==> src/rtl/alu_pkg.sv <==
// Shared ALU definitions: operation encodings for the add/subtract datapath.
package alu_pkg;

   typedef enum logic [1:0] {
      OP_ADD = 2'b00,
      OP_SUB = 2'b01,
      OP_ADC = 2'b10,
      OP_SBC = 2'b11
   } op_e;

endpackage

==> src/rtl/seg_adder.sv <==
// Combinational ripple adder for one segment; also exposes the carry into its MSB
// so the final stage can form the signed-overflow flag.
module seg_adder #(
   parameter int SEG_W = 8
) (
   input  logic [SEG_W-1:0] a,
   input  logic [SEG_W-1:0] b,
   input  logic             cin,
   output logic [SEG_W-1:0] s,
   output logic             cout,
   output logic             cmsb
);

   logic [SEG_W:0] c;

   always_comb begin
      c    = '0;
      s    = '0;
      c[0] = cin;
      for (int i = 0; i < SEG_W; i++) begin
         s[i]   = a[i] ^ b[i] ^ c[i];
         c[i+1] = (a[i] & b[i]) | (c[i] & (a[i] ^ b[i]));
      end
   end

   assign cout = c[SEG_W];
   assign cmsb = c[SEG_W-1];

endmodule

==> src/rtl/pipelined_add_sub.sv <==
// Segmented, pipelined add/subtract unit: one SEG_W-bit segment resolved per stage,
// carry handed stage to stage, valid/ready handshake with backpressure.
module pipelined_add_sub
   import alu_pkg::*;
#(
   parameter int WIDTH = 32,
   parameter int SEGS  = 4
) (
   input  logic             clk,
   input  logic             rst_n,
   input  logic             in_valid,
   output logic             in_ready,
   input  logic [WIDTH-1:0] a,
   input  logic [WIDTH-1:0] b,
   input  logic [1:0]       op,
   input  logic             cin,
   output logic             out_valid,
   input  logic             out_ready,
   output logic [WIDTH-1:0] r,
   output logic             cout,
   output logic             ovf,
   output logic             zero,
   output logic             neg
);

   localparam int SEG_W = WIDTH / SEGS;

   logic [WIDTH-1:0] b_eff;
   logic             c0;

   // stage registers: acc_p holds finished low segments plus still-raw high segments of a
   logic [SEGS:1]    vld_p;
   logic [WIDTH-1:0] acc_p [1:SEGS];
   logic [WIDTH-1:0] bop_p [1:SEGS];
   logic [SEGS:1]    cy_p;
   logic             cmsb_p;

   logic [SEGS+1:1]  rdy;
   logic [WIDTH-1:0] acc_i [1:SEGS];
   logic [WIDTH-1:0] bop_i [1:SEGS];
   logic [SEGS:1]    cy_i;
   logic [SEGS:1]    vld_i;
   logic [SEG_W-1:0] sa_s  [1:SEGS];
   logic [SEG_W-1:0] sb_s  [1:SEGS];
   logic [SEG_W-1:0] sum_s [1:SEGS];
   logic             co_s  [1:SEGS];
   logic             cm_s  [1:SEGS];

   // SBC is a + ~b + cin, so cin=0 means "borrow in"
   always_comb begin
      b_eff = b;
      c0    = 1'b0;
      case (op_e'(op))
         OP_ADD: c0 = 1'b0;
         OP_SUB: begin b_eff = ~b; c0 = 1'b1; end
         OP_ADC: c0 = cin;
         OP_SBC: begin b_eff = ~b; c0 = cin; end
         default: c0 = 1'b0;
      endcase
   end

   always_comb begin
      rdy[SEGS+1] = out_ready;
      for (int k = SEGS; k >= 1; k--) begin
         rdy[k] = !vld_p[k] || rdy[k+1];
      end
   end

   always_comb begin
      acc_i[1] = a;
      bop_i[1] = b_eff;
      cy_i[1]  = c0;
      vld_i[1] = in_valid;
      for (int k = 2; k <= SEGS; k++) begin
         acc_i[k] = acc_p[k-1];
         bop_i[k] = bop_p[k-1];
         cy_i[k]  = cy_p[k-1];
         vld_i[k] = vld_p[k-1];
      end
      for (int k = 1; k <= SEGS; k++) begin
         sa_s[k] = acc_i[k][(k-1)*SEG_W +: SEG_W];
         sb_s[k] = bop_i[k][(k-1)*SEG_W +: SEG_W];
      end
   end

   for (genvar g = 1; g <= SEGS; g++) begin : g_seg
      seg_adder #(.SEG_W(SEG_W)) u_add (
         .a    (sa_s[g]),
         .b    (sb_s[g]),
         .cin  (cy_i[g]),
         .s    (sum_s[g]),
         .cout (co_s[g]),
         .cmsb (cm_s[g])
      );
   end

   always_ff @(posedge clk or negedge rst_n) begin
      if (!rst_n) begin
         vld_p <= '0;
      end else begin
         for (int k = 1; k <= SEGS; k++) begin
            if (rdy[k]) vld_p[k] <= vld_i[k];
         end
      end
   end

   always_ff @(posedge clk) begin
      for (int k = 1; k <= SEGS; k++) begin
         if (rdy[k] && vld_i[k]) begin
            acc_p[k]                           <= acc_i[k];
            acc_p[k][(k-1)*SEG_W +: SEG_W]     <= sum_s[k];
            bop_p[k]                           <= bop_i[k];
            cy_p[k]                            <= co_s[k];
         end
      end
      if (rdy[SEGS] && vld_i[SEGS]) cmsb_p <= cm_s[SEGS];
   end

   // outputs are masked by valid so an empty or freshly reset pipe presents all zeros
   assign in_ready  = rdy[1];
   assign out_valid = vld_p[SEGS];
   assign r         = out_valid ? acc_p[SEGS] : '0;
   assign cout      = out_valid & cy_p[SEGS];
   assign ovf       = out_valid & (cy_p[SEGS] ^ cmsb_p);
   assign zero      = out_valid & (acc_p[SEGS] == '0);
   assign neg       = out_valid & acc_p[SEGS][WIDTH-1];

endmodule

==> config.mk <==
export PLATFORM = sky130hd
export DESIGN_NAME = pipelined_add_sub
export DESIGN_NICKNAME = d
export VERILOG_FILES = /design/src/rtl/alu_pkg.sv /design/src/rtl/seg_adder.sv /design/src/rtl/pipelined_add_sub.sv
export SDC_FILE = /design/constraint.sdc
export NUM_CORES = 1
export LEC_CHECK = 0
export ABC_CLOCK_PERIOD_IN_PS = 3700
export CAP_MARGIN = 10
export CORE_MARGIN = 2
export CORE_UTILIZATION = 45
export DETAILED_ROUTE_END_ITERATION = 8
export PLACE_DENSITY = 0.8
export RECOVER_POWER = 50
export SETUP_SLACK_MARGIN = 0.05
export SLEW_MARGIN = 5
export SYNTH_ARGS = -nofsm -noshare
export SYNTH_HDL_FRONTEND = slang
export SYNTH_SLANG_ARGS = --single-unit
==> constraint.sdc <==
create_clock -name clk -period 3.7 [get_ports clk]
set_input_delay 0.555 -clock clk [delete_from_list [all_inputs] [get_ports clk]]
set_output_delay 0.555 -clock clk [all_outputs]
set_load 0.05 [all_outputs]
Yosys cells after proc, flatten, opt, wreduce, memory -nomap -nowiden. Memory sizes are Yosys's and may differ from the RTL's. Index checks and enable logic that the tools add are counted. Widths: inputs -> output; s select.

Bits in registers: 9. Latch bits: 0. Memory bits (writable): 256. Memory bits (read-only): 0. Input port bits: 71. Output and inout port bits: 38. Logic and storage cells: 215. Memories kept: 2.

Memory list: acc_p (words 4, bits a word 32, rd ports 4, clocked after Yosys merged registers in 0, wr ports 4, line pipelined_add_sub.sv:33) `logic [WIDTH-1:0] acc_p [1:SEGS];`; bop_p (words 4, bits a word 32, rd ports 3, clocked after Yosys merged registers in 0, wr ports 4, line pipelined_add_sub.sv:34) `logic [WIDTH-1:0] bop_p [1:SEGS];`.

Add/subtract/negate cells: 0. Multipliers: 0. Div/mod/pow operators: 0. $lt $le $gt $ge: 0. Equality and inequality tests: 3. Shifts and indexed selects: 0. Mux-type cells: 15. Bitwise gates (word level): 170. Reduce and logical (&&, ||, !) cells: 16.

Operators with widths (number): $and 1x1->1 (68); $xor 1x1->1 (65); $mux 32 (2); $or 1x1->1 (36); $logic_not 32->1 (1); $mux 8 (4); $not 32->32 (1); $mux 1 (8); $eq 2x2->1 const B (2); $logic_and 1x1->1 (4); $logic_not 1->1 (4); $logic_or 1x1->1 (4); $reduce_or 2->1 (2); $pmux 1 s3 (1); $eq 2x1->1 const B (1); $logic_not 2->1 (1).

Depth between registers and ports, before layout. Gate-level depths: netlist of run 1.

Word-level depth: 20. Depth in mapped cells: 14. Gate-level depth less buffers: 12.

By module. Synthesis of run 1 repeated with hierarchy kept, for this count alone.

Cells, all modules: 359. Area total of the unflattened synthesis: 7079.3 um2.

By module, submodules not included: pipelined_add_sub (times used 1, cells an instance 287, area each 6288.5 um2, seq. area each 5535.3 um2); seg_adder (times used 4, cells an instance 18, area each 197.7 um2, seq. area each 0.0 um2).

Least setup slack after synthesis of run 1. OpenSTA, ideal clock, no wires.

Path type: in2reg. Start: input op[0]. End: register, netlist name acc_p[0][39]. Library setup time: 0.269 ns. Arrival time: 4.181 ns. Required time: 3.431 ns. Slack: -0.750 ns. Stages on the path: 14. Buffers on the path: 2. Path through: buf_2 -> buf_4 -> mux2i_1 -> fa_1 -> inv_1 -> fa_1 -> inv_1 -> fa_1 -> fa_1 -> fa_1 -> fa_1 -> fa_1 -> inv_1 -> fa_1.

RTL lines: from (decl) (line pipelined_add_sub.sv:15) `input logic [1:0] op,`.

==> results of run 1 <==
sequential cells by signal (all words and copies together), names as in the netlist:
register / flops
bop_p: 48
cy_p: 4
vld_p: 4
cmsb_p: 1
acc_p: 128
worst max-delay path: stages:
cell and delay [ps]:
buf_6 90, mux2i_2 140, fa_2 360, inv_2 60, fa_1 180, inv_2 40
fa_2 360, fa_2 370, fa_2 380, fa_2 380, fa_2 360, inv_2 60
fa_1 410
cells in the final DEF, fill, tap and decap left out, drive strengths merged, types with 3 or more instances in the layout:
cell and instances:
clkbuf 21, and2 37, xor2 27, nand2b 3
clkdlybuf4s50 77, dlygate4sd3 25, clkinv 3, xnor2 6
nor4 6, edfxtp 181, nand4 3, buf 8
inv 55, dfrtp 4, fa 32
path summary, 6_finish.rpt:
kind	slack, ps	depth (start not counted)	to
worst max-delay path	100	13	acc_p[0][39]
worst max register to register	110	12	acc_p[0][159]
min in group clk	410	0	acc_p[0][126]
max in group asynchronous	3120	1	vld_p[3]
worst min-delay path	410	1	vld_p[1]
worst min register to register	410	0	acc_p[0][126]
cell families (layout without fill, tap and decap cells):
logic type    Yosys count  after routing  synth area share (%)
flops                 185            185                 78.31
simple gates           58             58                 5.346
buf+inv                53            191                 3.045
xor+xnor               33             33                 4.089
fa+ha+maj              32             32                 9.063
mux                     1              1                0.1416
layout make-up:
| type | instances | area share [%] |
|---|---|---|
| flip-flops and latches | 185 | 61.40 |
| multi-input cells | 124 | 15.34 |
| repair buffers | 114 | 12.30 |
| clock buffers | 18 | 4.761 |
| well taps | 211 | 2.929 |
| inverters | 45 | 1.874 |
| clock inverters | 14 | 1.402 |
timing repair:
item | in CTS | in global routing
setup endpoints to repair | 7 | 5
pin swaps | 13 | 13
endpoints found under the hold margin | 0 | 0
buffers inserted | 0 | 0
resized for setup | 29 | 10
metal layers:
layer	track usage [%]	vias up
li1	-	1508
met1	16.08	1495
met2	22.29	81
met3	2.973	15
met4	5.882	0
met5	0	-
stage by stage:
stage / power (mW) / setup TNS (ps) / cell area [um^2]
3_5_place_dp: 3.789 / -1665 / 8443
3_3_place_gp: 3.743 / -1349 / 8443
6_report: 5.392 / 0 / 9015
5_1_grt: 5.615 / 0 / 9015
2_1_floorplan: 3.406 / -496.9 / 7111
4_1_cts: 5.454 / -95.73 / 9022
where the power goes:
part           internal (mW)  switching [mW]  total [mW]
registers               2.70           0.108        2.81
logic                  0.345           0.573       0.918
clock network          0.890           0.775        1.66
==> results.md, run 1 <==
- CP max FO: 1
- # clock sinks: ~190
- Share of the synthesized area in the top cell type: 76.90%
- Worst hold path class: in2async
- Post-route insts no fill: a little over 700
- Avg WL per Cell: approximately 14 um
- Placement Setup Slack: -721.5 ps
- Setup Skew: between 7 and 8 ps
- Syn_area_per_cell: ~20 um^2
- Total gr overflow: 0
- Met3 wire length: 421 um
- Async S/R FF share, synth: between 2 and 2.5%
- Top post-synthesis cells by area: edfxtp_1 (77%), fa_1 (9.1%), xor2_1 (3.3%)
- Placed cell count: just under 700
- Vias in the first global route: 3,350
- DRC violations left: 0
- Clk buf depth: 2
- RSZ-0062 raised after global routing: yes
- Cells after synthesis: between 300 and 400
- Leak: roughly 3.2 nW
- Power density over the cells: around 600 nW/um^2
- Synth cell types: 24
- Top_reg_cell synth: edfxtp_1
- Synth warn: 0
- List of most frequent post-synthesis cells: edfxtp_1 (181), inv_1 (45), and2_1 (37)
- Area grow syn2layout: 27.54%
- CTS tree: done
- DRT antenna net count: 0
- Total routed wire length on the met1 layer: 4320 um
- Synth area leader: edfxtp_1
- IO Pins: around 110
- Crit path launch type: input port
- Seq cells post-synth: roughly 190
- Worst vdd ir: a little over 400 uV
- Fin crit share: ~97%
- Crit path capture type: register
- Num rows: 45
- Max-cap violation count: 1
- Root buffer cell: clkbuf_16
- First-pass GRT wire length: 16,350 um
- Failing checks: capacitance limit, slew limit
- WS Path Type: in2reg
- Netlist Area Pre-Place: approximately 7000 um^2
- Seq/Total Area, Yosys: 78.31%
- Top Metal Used: met4
- CTS H-tree lvls: 4
- Initial Util: between 40% and 50%
- Final hold vios: 0
- Register area: roughly 5500 um^2
- DR vias: slightly above 3,000
- Post-DP HPWL: 7393 um
- TritonCTS Buffers: 17
- Number of diodes: 0
- Most common cell in the synthesized netlist: edfxtp_1
- Multi-input gate area: roughly 1400 um^2
- Setup slack after layout: approximately 96 ps
- Die Span Y: about 130 um
- Die Area: between 15,000 and 20,000 um^2
- Max-slew headroom: -8.667%
- Max Transition Viols Final: 35
- Clock transition at path regs: 70 ps
- # fillers: between 1,000 and 1,500
- Drt pass-1 iters: 4
- Post-synth EDFFs: between 150 and 200
- Initial antenna violation count: 0
- Met2 WL: 5192 um
- Overall Global Routing Usage: a little over an eighth
- Largest net degree at the start of global routing: 58
- Hold_buf cts: 0
- # setup viols final: 0
- Share of layout cells above drive strength 1: approximately 15%
- Worst flop-to-flop path startpoint: acc_p[0][120]
- Final Net Count: 590
- DR vias/cell: about 4.4
- Required time of the critical path: ~3900 ps
- Synthesized Nets: 465
- WHS: around 400 ps
- Core area: 15,260 um^2
- GPL Wtd Cong: between 0.7 and 0.8
- FMAX: 0.2775 GHz
- WL final: 10,130 um
- Status: finished with violations
- Initial DRC count: 210
- PortBufs: between 100 and 150
- Min cycle time layout: 3604 ps
- Worst-Skew Late Latency: 410 ps
- Die X: between 100 and 150 um
- Critical Path AT: around 3800 ps
- Fin util: approximately 59%
- Critical Path Source: op[1]
- Worst-Margin Slew: 1623 ps
No activity file was read; power rests on OpenSTA's default activity.
==> inputs of run 2 (changes only) <==
--- a/config.mk
+++ b/config.mk
@@ -13,6 +13,7 @@
 export PLACE_DENSITY = 0.8
 export RECOVER_POWER = 50
 export SETUP_SLACK_MARGIN = 0.05
+export SKIP_LAST_GASP = 1
 export SLEW_MARGIN = 5
 export SYNTH_ARGS = -nofsm -noshare
 export SYNTH_HDL_FRONTEND = slang
==> run 2 against run 1 <==
Against the previous run: the run still ends with capacitance limit, slew limit left; hold slack barely moved; via count barely moved; clock power barely moved; final area barely moved; power barely moved; non-clock buffer count did not move; maximum frequency barely moved; combinational power barely moved; flip-flop and latch count did not move; core utilization barely moved; global-route usage did not move; worst setup slack barely moved.
==> results.md, run 2 (synthesized netlist as in run 1, its figures left out) <==
- Status: finished with violations
- Failing checks: capacitance limit, slew limit
- Min cycle time layout: 3604 ps (+0.06800 ps)
- NetSw: 1.455 mW (about the same)
- Crit path capture type: register
- Clk buf depth: 2 (unchanged)
- Vias in the first global route: 3,350 (unchanged)
- Clock transition at path regs: 70 ps (about the same)
- Largest net degree at the start of global routing: 58 (unchanged)
- Setup slack after layout: 95.87 ps (-0.06800 ps)
- Initial antenna violation count: 0 (unchanged)
- Power density over the cells: 598.2 nW/um^2 (about the same)
- Crit path launch type: input port
- GPL Wtd Cong: 0.7267 (unchanged)
- CTS tree: done
- Worst vdd ir: 405.2 uV (about the same)
- DRT antenna net count: 0 (unchanged)
- Max FFs per register: 128 (unchanged)
- # setup viols final: 0 (unchanged)
- Critical Path Slowest Stage Cell: fa_1
- Family with the most delay on the worst path: adder cells
- Final hold vios: 0 (unchanged)
- Avg WL per Cell: 14.24 um (about the same)
- Final Net Count: 590 (unchanged)
- DR vias/cell: 4.357 (about the same)
- Overall Global Routing Usage: 13.08% (unchanged)
- Initial Util: 46.32% (unchanged)
- Number of diodes: 0 (unchanged)
- CP max FO: 1 (unchanged)
- Seq pwr share: 52.1% (about the same)
- Placement Setup Slack: -721.5 ps (unchanged)
- Num rows: 45 (unchanged)
- Most flops, register: acc_p
- IO Pins: 109 (unchanged)
- Most common cell after layout, fill and taps aside: edfxtp_1
- Area grow syn2layout: 27.51% (about the same)
- Initial DRC count: 209 (-0.48%)
- Pint: 3.936 mW (about the same)
- Multi-input gate area: 1380 um^2 (-0.18%)
- TritonCTS Buffers: 17 (unchanged)
- Setup Skew: 7.967 ps (+0.07375 ps)
- Required time of the critical path: 3850 ps (about the same)
- Max-slew headroom: -8.584% (+0.083 points)
- PortBufs: 108 (unchanged)
- Drt pass-1 iters: 4 (unchanged)
- Core area: 15,260 um^2 (unchanged)
- Top flop regs: acc_p x128, bop_p x48
- Leak: 3.247 nW (about the same)
- Hold_buf cts: 0 (unchanged)
- # clock sinks: 185 (unchanged)
- Most frequent cells in the layout: edfxtp_1 (181), clkdlybuf4s50_1 (77), inv_1 (40)
- Critical Path AT: 3760 ps (about the same)
- WS Path Type: in2reg
- # fillers: 1,136 (+0.088%)
- Sw Ratio: 26.99% (about the same)
- Combinational share of power: 17.0% (about the same)
- Post-DP HPWL: 7393 um (unchanged)
- Root buffer cell: clkbuf_16
- FMAX: 0.2775 GHz (about the same)
- Max Transition Viols Final: 35 (unchanged)
- RSZ-0062 raised after global routing: yes
- WL final: 10,130 um (about the same)
- Register area: 5535 um^2 (unchanged)
- DRC violations left: 0 (unchanged)
- Share of layout cells above drive strength 1: 14.60% (-0.20 points)
- Worst-Margin Slew: 1621 ps (-1.243 ps)
- DR vias: 3,098 (-0.032%)
- Max-cap violation count: 1 (unchanged)
- Fin util: 59.07% (about the same)
- Cells along the critical path: buf_6 > mux2i_2 > fa_2 > inv_2 > fa_1 > inv_2 > fa_2 > fa_2 > fa_2 > fa_2 > fa_2 > inv_2 > fa_1
- Die X: 129.3 um (unchanged)
- Critical path's most frequent cell: fa_2
- Clock Power Share: 30.9% (about the same)
- Fin crit share: 97.41% (about the same)
- CP max stage delay: 410 ps (about the same)
- Worst-Skew Late Latency: 410 ps (about the same)
- R2r setup slk: 110 ps (about the same)
- Die Span Y: 129.3 um (unchanged)
- Postcts setup bufs: 0 (unchanged)
- CP bufs+invs: 4 (unchanged)
- Worst hold path class: in2async
- Total gr overflow: 0 (unchanged)
- WHS: 411.3 ps (+0.07300 ps)
- First-pass GRT wire length: 16,350 um (unchanged)
- CTS H-tree lvls: 4 (unchanged)
- Die Area: 16,730 um^2 (unchanged)
run 2: metrics by stage:
stage	power, mW	setup TNS, ps	std cells	cell area [um^2]
detailed placement	3.789	-1665	679	8443
global placement	3.743	-1349	679	8443
floorplan	3.406	-496.9	362	7111
finish	5.392	0	711	9012
CTS	5.453	-95.73	711	9022
global route	5.614	0	711	9012
run 2: layout make-up:
type | instances | share of cell area (%)
clock inverters | 14 | 1.402
multi-input cells | 124 | 15.31
clock buffers | 18 | 4.762
inverters | 45 | 1.874
well taps | 211 | 2.929
repair buffers | 114 | 12.30
flip-flops and latches | 185 | 61.42
run 2: worst paths after layout:
| path | startpoint | end | cells after the start |
|---|---|---|---|
| setup / recovery | op[1] | acc_p[0][39] | 13 |
| hold / removal | rst_n | vld_p[1] | 1 |
| setup reg to reg | acc_p[0][120] | acc_p[0][159] | 12 |
| hold reg to reg | acc_p[0][94] | acc_p[0][126] | 0 |
| max in group asynchronous | rst_n | vld_p[3] | 1 |
| min in group clk | acc_p[0][94] | acc_p[0][126] | 0 |
run 2: timing repair:
action,4_1_cts,5_1_grt
pin swaps,13,14
endpoints found under the setup margin,7,5
gates resized for setup,28,10
run 2: per-layer routing:
layer  vias up  share of wire [%]  GRT usage (%)
met1      1496                 43          16.08
met3        15                4.2          2.973
met2        79                 51          22.29
met4         0                1.9          5.882
li1       1508                  -              -
met5         -                  0              0
run 2: power groups by stage:
stage / logic [mW] / clock network (mW) / registers, mW
floorplan: 0.586 / 0 / 2.82
global placement: 0.901 / 0 / 2.84
detailed placement: 0.933 / 0 / 2.86
CTS: 0.944 / 1.70 / 2.81
global route: 0.996 / 1.78 / 2.84
finish: 0.918 / 1.66 / 2.81
==> edit 1: new RTL, settings of run 2 <==
Register the output `ovf`, cleared by the reset; this adds one clock of latency there. The other outputs are not delayed to match.
--- a/src/rtl/pipelined_add_sub.sv
+++ b/src/rtl/pipelined_add_sub.sv
@@ -122,5 +122,11 @@
    assign r         = out_valid ? acc_p[SEGS] : '0;
    assign cout      = out_valid & cy_p[SEGS];
-   assign ovf       = out_valid & (cy_p[SEGS] ^ cmsb_p);
+   always_ff @(posedge clk or negedge rst_n) begin
+      if (!rst_n) begin
+         ovf <= '0;
+      end else begin
+         ovf <= out_valid & (cy_p[SEGS] ^ cmsb_p);
+      end
+   end
    assign zero      = out_valid & (acc_p[SEGS] == '0);
    assign neg       = out_valid & acc_p[SEGS][WIDTH-1];
Function: changed (a bounded check fails within 10 cycles, from zero or initial values and one cycle with rst_n low).
==> edit 1 against run 2 <==
- the flow still finishes with violations (capacitance limit, slew limit)
- setup slack better by 0.0019 ns
- global-route usage is 0.43 points higher
- combinational power about the same
- total power is 0.85% higher
- routed wire length increased by 0.64%
- design area is 0.65% higher
- sequential cell count is 1 higher
- non-clock buffer count shrank 1
- area after synthesis grew 0.35%
- clock power rose by 2%
- synthesized cell count increased by 0.28%
- hold slack gained 0.0040 ns
- via count increased by 1.5%
- critical path type unchanged
- highest routed layer unchanged
==> edit 1: results <==
{
  "reg2reg_from": "acc_p[0][40]$_DFFE_PP_",
  "final_layout_size_suffix_gt1_share_pct": 15.20,
  "r2r_end": "acc_p[0][79]$_DFFE_PP_",
  "holdWs_ns": 0.4154,
  "drt-met1-wl_um": 4364,
  "vias": 3144,
  "fin_skew_ns": 0.006100,
  "power_density_nw_per_um2": 599.4,
  "grt_pass1_wl_um": 16370,
  "n_fill_cell": 1172,
  "avgRoutedWirePerCell_um": 14.32,
  "vdd_drop_max_mv": 0.3339,
  "grt_pass1_vias": 3380,
  "comb_cell_power_w": 0.000915,
  "status": "complete, but fails checks",
  "gp_congestion": 0.7323,
  "track_usage_pct": 13.51,
  "dp_slack_ns": -0.7385,
  "synthArstFlopShare_pct": 2.688,
  "post_dp_cell_area_um2": 8473,
  "swShare_pct": 25.62,
  "grt_max_degree": 50,
  "power.leakage_nw": 3.266,
  "ys_seq_area_share_pct": 78.39,
  "drt_iter0_drc": 246,
  "max_clock_freq_mhz": 277.6,
  "max_cap_viol_count": 1,
  "routed-wl-met2_um": 5099,
  "synth_nets": 466,
  "met3_wirelength_um": 496,
  "slew_headroom_pct": -8.288,
  "slew_viol_final": 35,
  "met2_usage_pct": 22.48,
  "violations": "capacitance limit, slew limit",
  "reg2reg_depth": 12,
  "met3_usage_pct": 3.633,
  "yosys_warnings": 0,
  "use_met1_pct": 16.14,
  "final_cells": 712
}
[edit 1: cell count changes after synthesis, sizes merged]
cell / before / now
dfrtp: 4 / 5
[edit 1: final cells by class]
| cell class | instances | area, um2 | share of cell area (%) |
|---|---|---|---|
| well taps | 211 | 264.0 | 2.910 |
| diodes | 1 | 2.502 | 0.02759 |
| repair buffers | 113 | 1121 | 12.36 |
| flip-flops and latches | 186 | 5560 | 61.30 |
| clock inverters | 13 | 128.9 | 1.421 |
| clock buffers | 19 | 432.9 | 4.772 |
| inverters | 45 | 168.9 | 1.862 |
| multi-input cells | 124 | 1393 | 15.35 |
[edit 1: repair_timing]
item,4_1_cts,5_1_grt
endpoints found under the hold margin,0,0
setup endpoints to repair,5,5
hold buffers,0,0
pin swaps,9,15
gates resized for setup,27,17
[edit 1: cell families after synthesis]
logic type / share of synthesized area [%]
XOR/XNOR: 4.075
adder cells (fa/ha/maj): 9.032
buffers and inverters: 3.034
flip-flops: 78.39
multiplexers: 0.1411
AND/OR/NAND/NOR: 5.327
==> edit 2: new RTL, flow settings as in run 2 <==
Without the edit above. Set the parameter `WIDTH` to 28 (it was 32).
--- a/src/rtl/pipelined_add_sub.sv
+++ b/src/rtl/pipelined_add_sub.sv
@@ -4,5 +4,5 @@
    import alu_pkg::*;
 #(
-   parameter int WIDTH = 32,
+   parameter int WIDTH = 28,
    parameter int SEGS  = 4
 ) (
Ports: changed (resized a, b and r); port bits go from 109 to 97. No check against the original RTL was run, so the function may have changed too.
==> edit 2 against run 2 <==
- routed wire length down 12%
- sequential cell count down 22
- area after synthesis down 11%
- fmax up 2.0%
- total power down 9.3%
- global-route usage up 0.30 points
- setup slack better by 0.070 ns
- sequential share of layout area down 0.27 points
- design area down 12%
- highest routed layer unchanged
==> edit 2: results <==
{
  "synth_edf_count": 159,
  "drt_iter0_drc": 136,
  "dp_slack_ns": -0.4695,
  "place_hpwl_um": 6413,
  "met2_usage_pct": 22.42,
  "setup.worst_path.start": "a[0]",
  "synthTopCellsByArea": "edfxtp_1 76%, fa_1 9.0%, xor2_1 3.4%",
  "combPwrFrac_pct": 16.3,
  "power.leakage_nw": 2.916,
  "track_usage_pct": 13.38,
  "synthTopCellsByCount": "159 x edfxtp_1, 43 x inv_1, 32 x and2_1",
  "ys_types": 25,
  "met3_usage_pct": 4.588,
  "drt-met1-wl_um": 3669,
  "multiInputGateArea_um2": 1180,
  "multi_input_gates": 111,
  "avgViaCountPerCell": 4.375,
  "critPathSlowestCell": "clkdlybuf4s50_1",
  "non_clock_inverter_count": 43,
  "crit_path_max_incr_delay_ns": 0.45,
  "status": "complete, no violations",
  "grt_pass1_vias": 2909,
  "synthArstFlopShare_pct": 2.454,
  "nFlopsAndLatches": 163,
  "routed-wl-met2_um": 4613,
  "fin_skew_ns": 0.009259,
  "final_layout_size_suffix_gt1_share_pct": 10.44,
  "largestRegisters": "acc_p x112, bop_p x42",
  "buffer_area_share_pct": 12.24,
  "io_buffers": 96,
  "worstPathArrival_ns": 3.68,
  "met3_wirelength_um": 476,
  "netlist_instances": 324
}
## edit 2: logic make-up (layout without fill, tap and decap cells)
logic type / after synthesis / after routing / synth area share, %
adder cells (fa/ha/maj): 28 / 28 / 8.951
buffers and inverters: 50 / 176 / 3.396
XOR/XNOR: 29 / 29 / 4.056
flip-flops: 163 / 163 / 77.84
AND/OR/NAND/NOR: 53 / 53 / 5.594
multiplexers: 1 / 1 / 0.1598
## edit 2: final timing paths
kind	end	slack, ns	cells after the start
max	acc_p[0][34]$_DFFE_PP_	0.17	12
min in group clk	acc_p[0][87]$_DFFE_PP_	0.41	0
max reg2reg	acc_p[0][139]$_DFFE_PP_	0.37	11
min	vld_p[1]$_DFFE_PN0N_	0.41	1
max in group asynchronous	vld_p[4]$_DFFE_PN0P_	3.12	1
min reg2reg	acc_p[0][87]$_DFFE_PP_	0.41	0
## edit 2: repair_timing
item	4_1_cts	5_1_grt
resized for setup	10	0
hold endpoints to repair	0	0
endpoints found under the setup margin	1	1
pin swaps	7	4
cloned	0	0
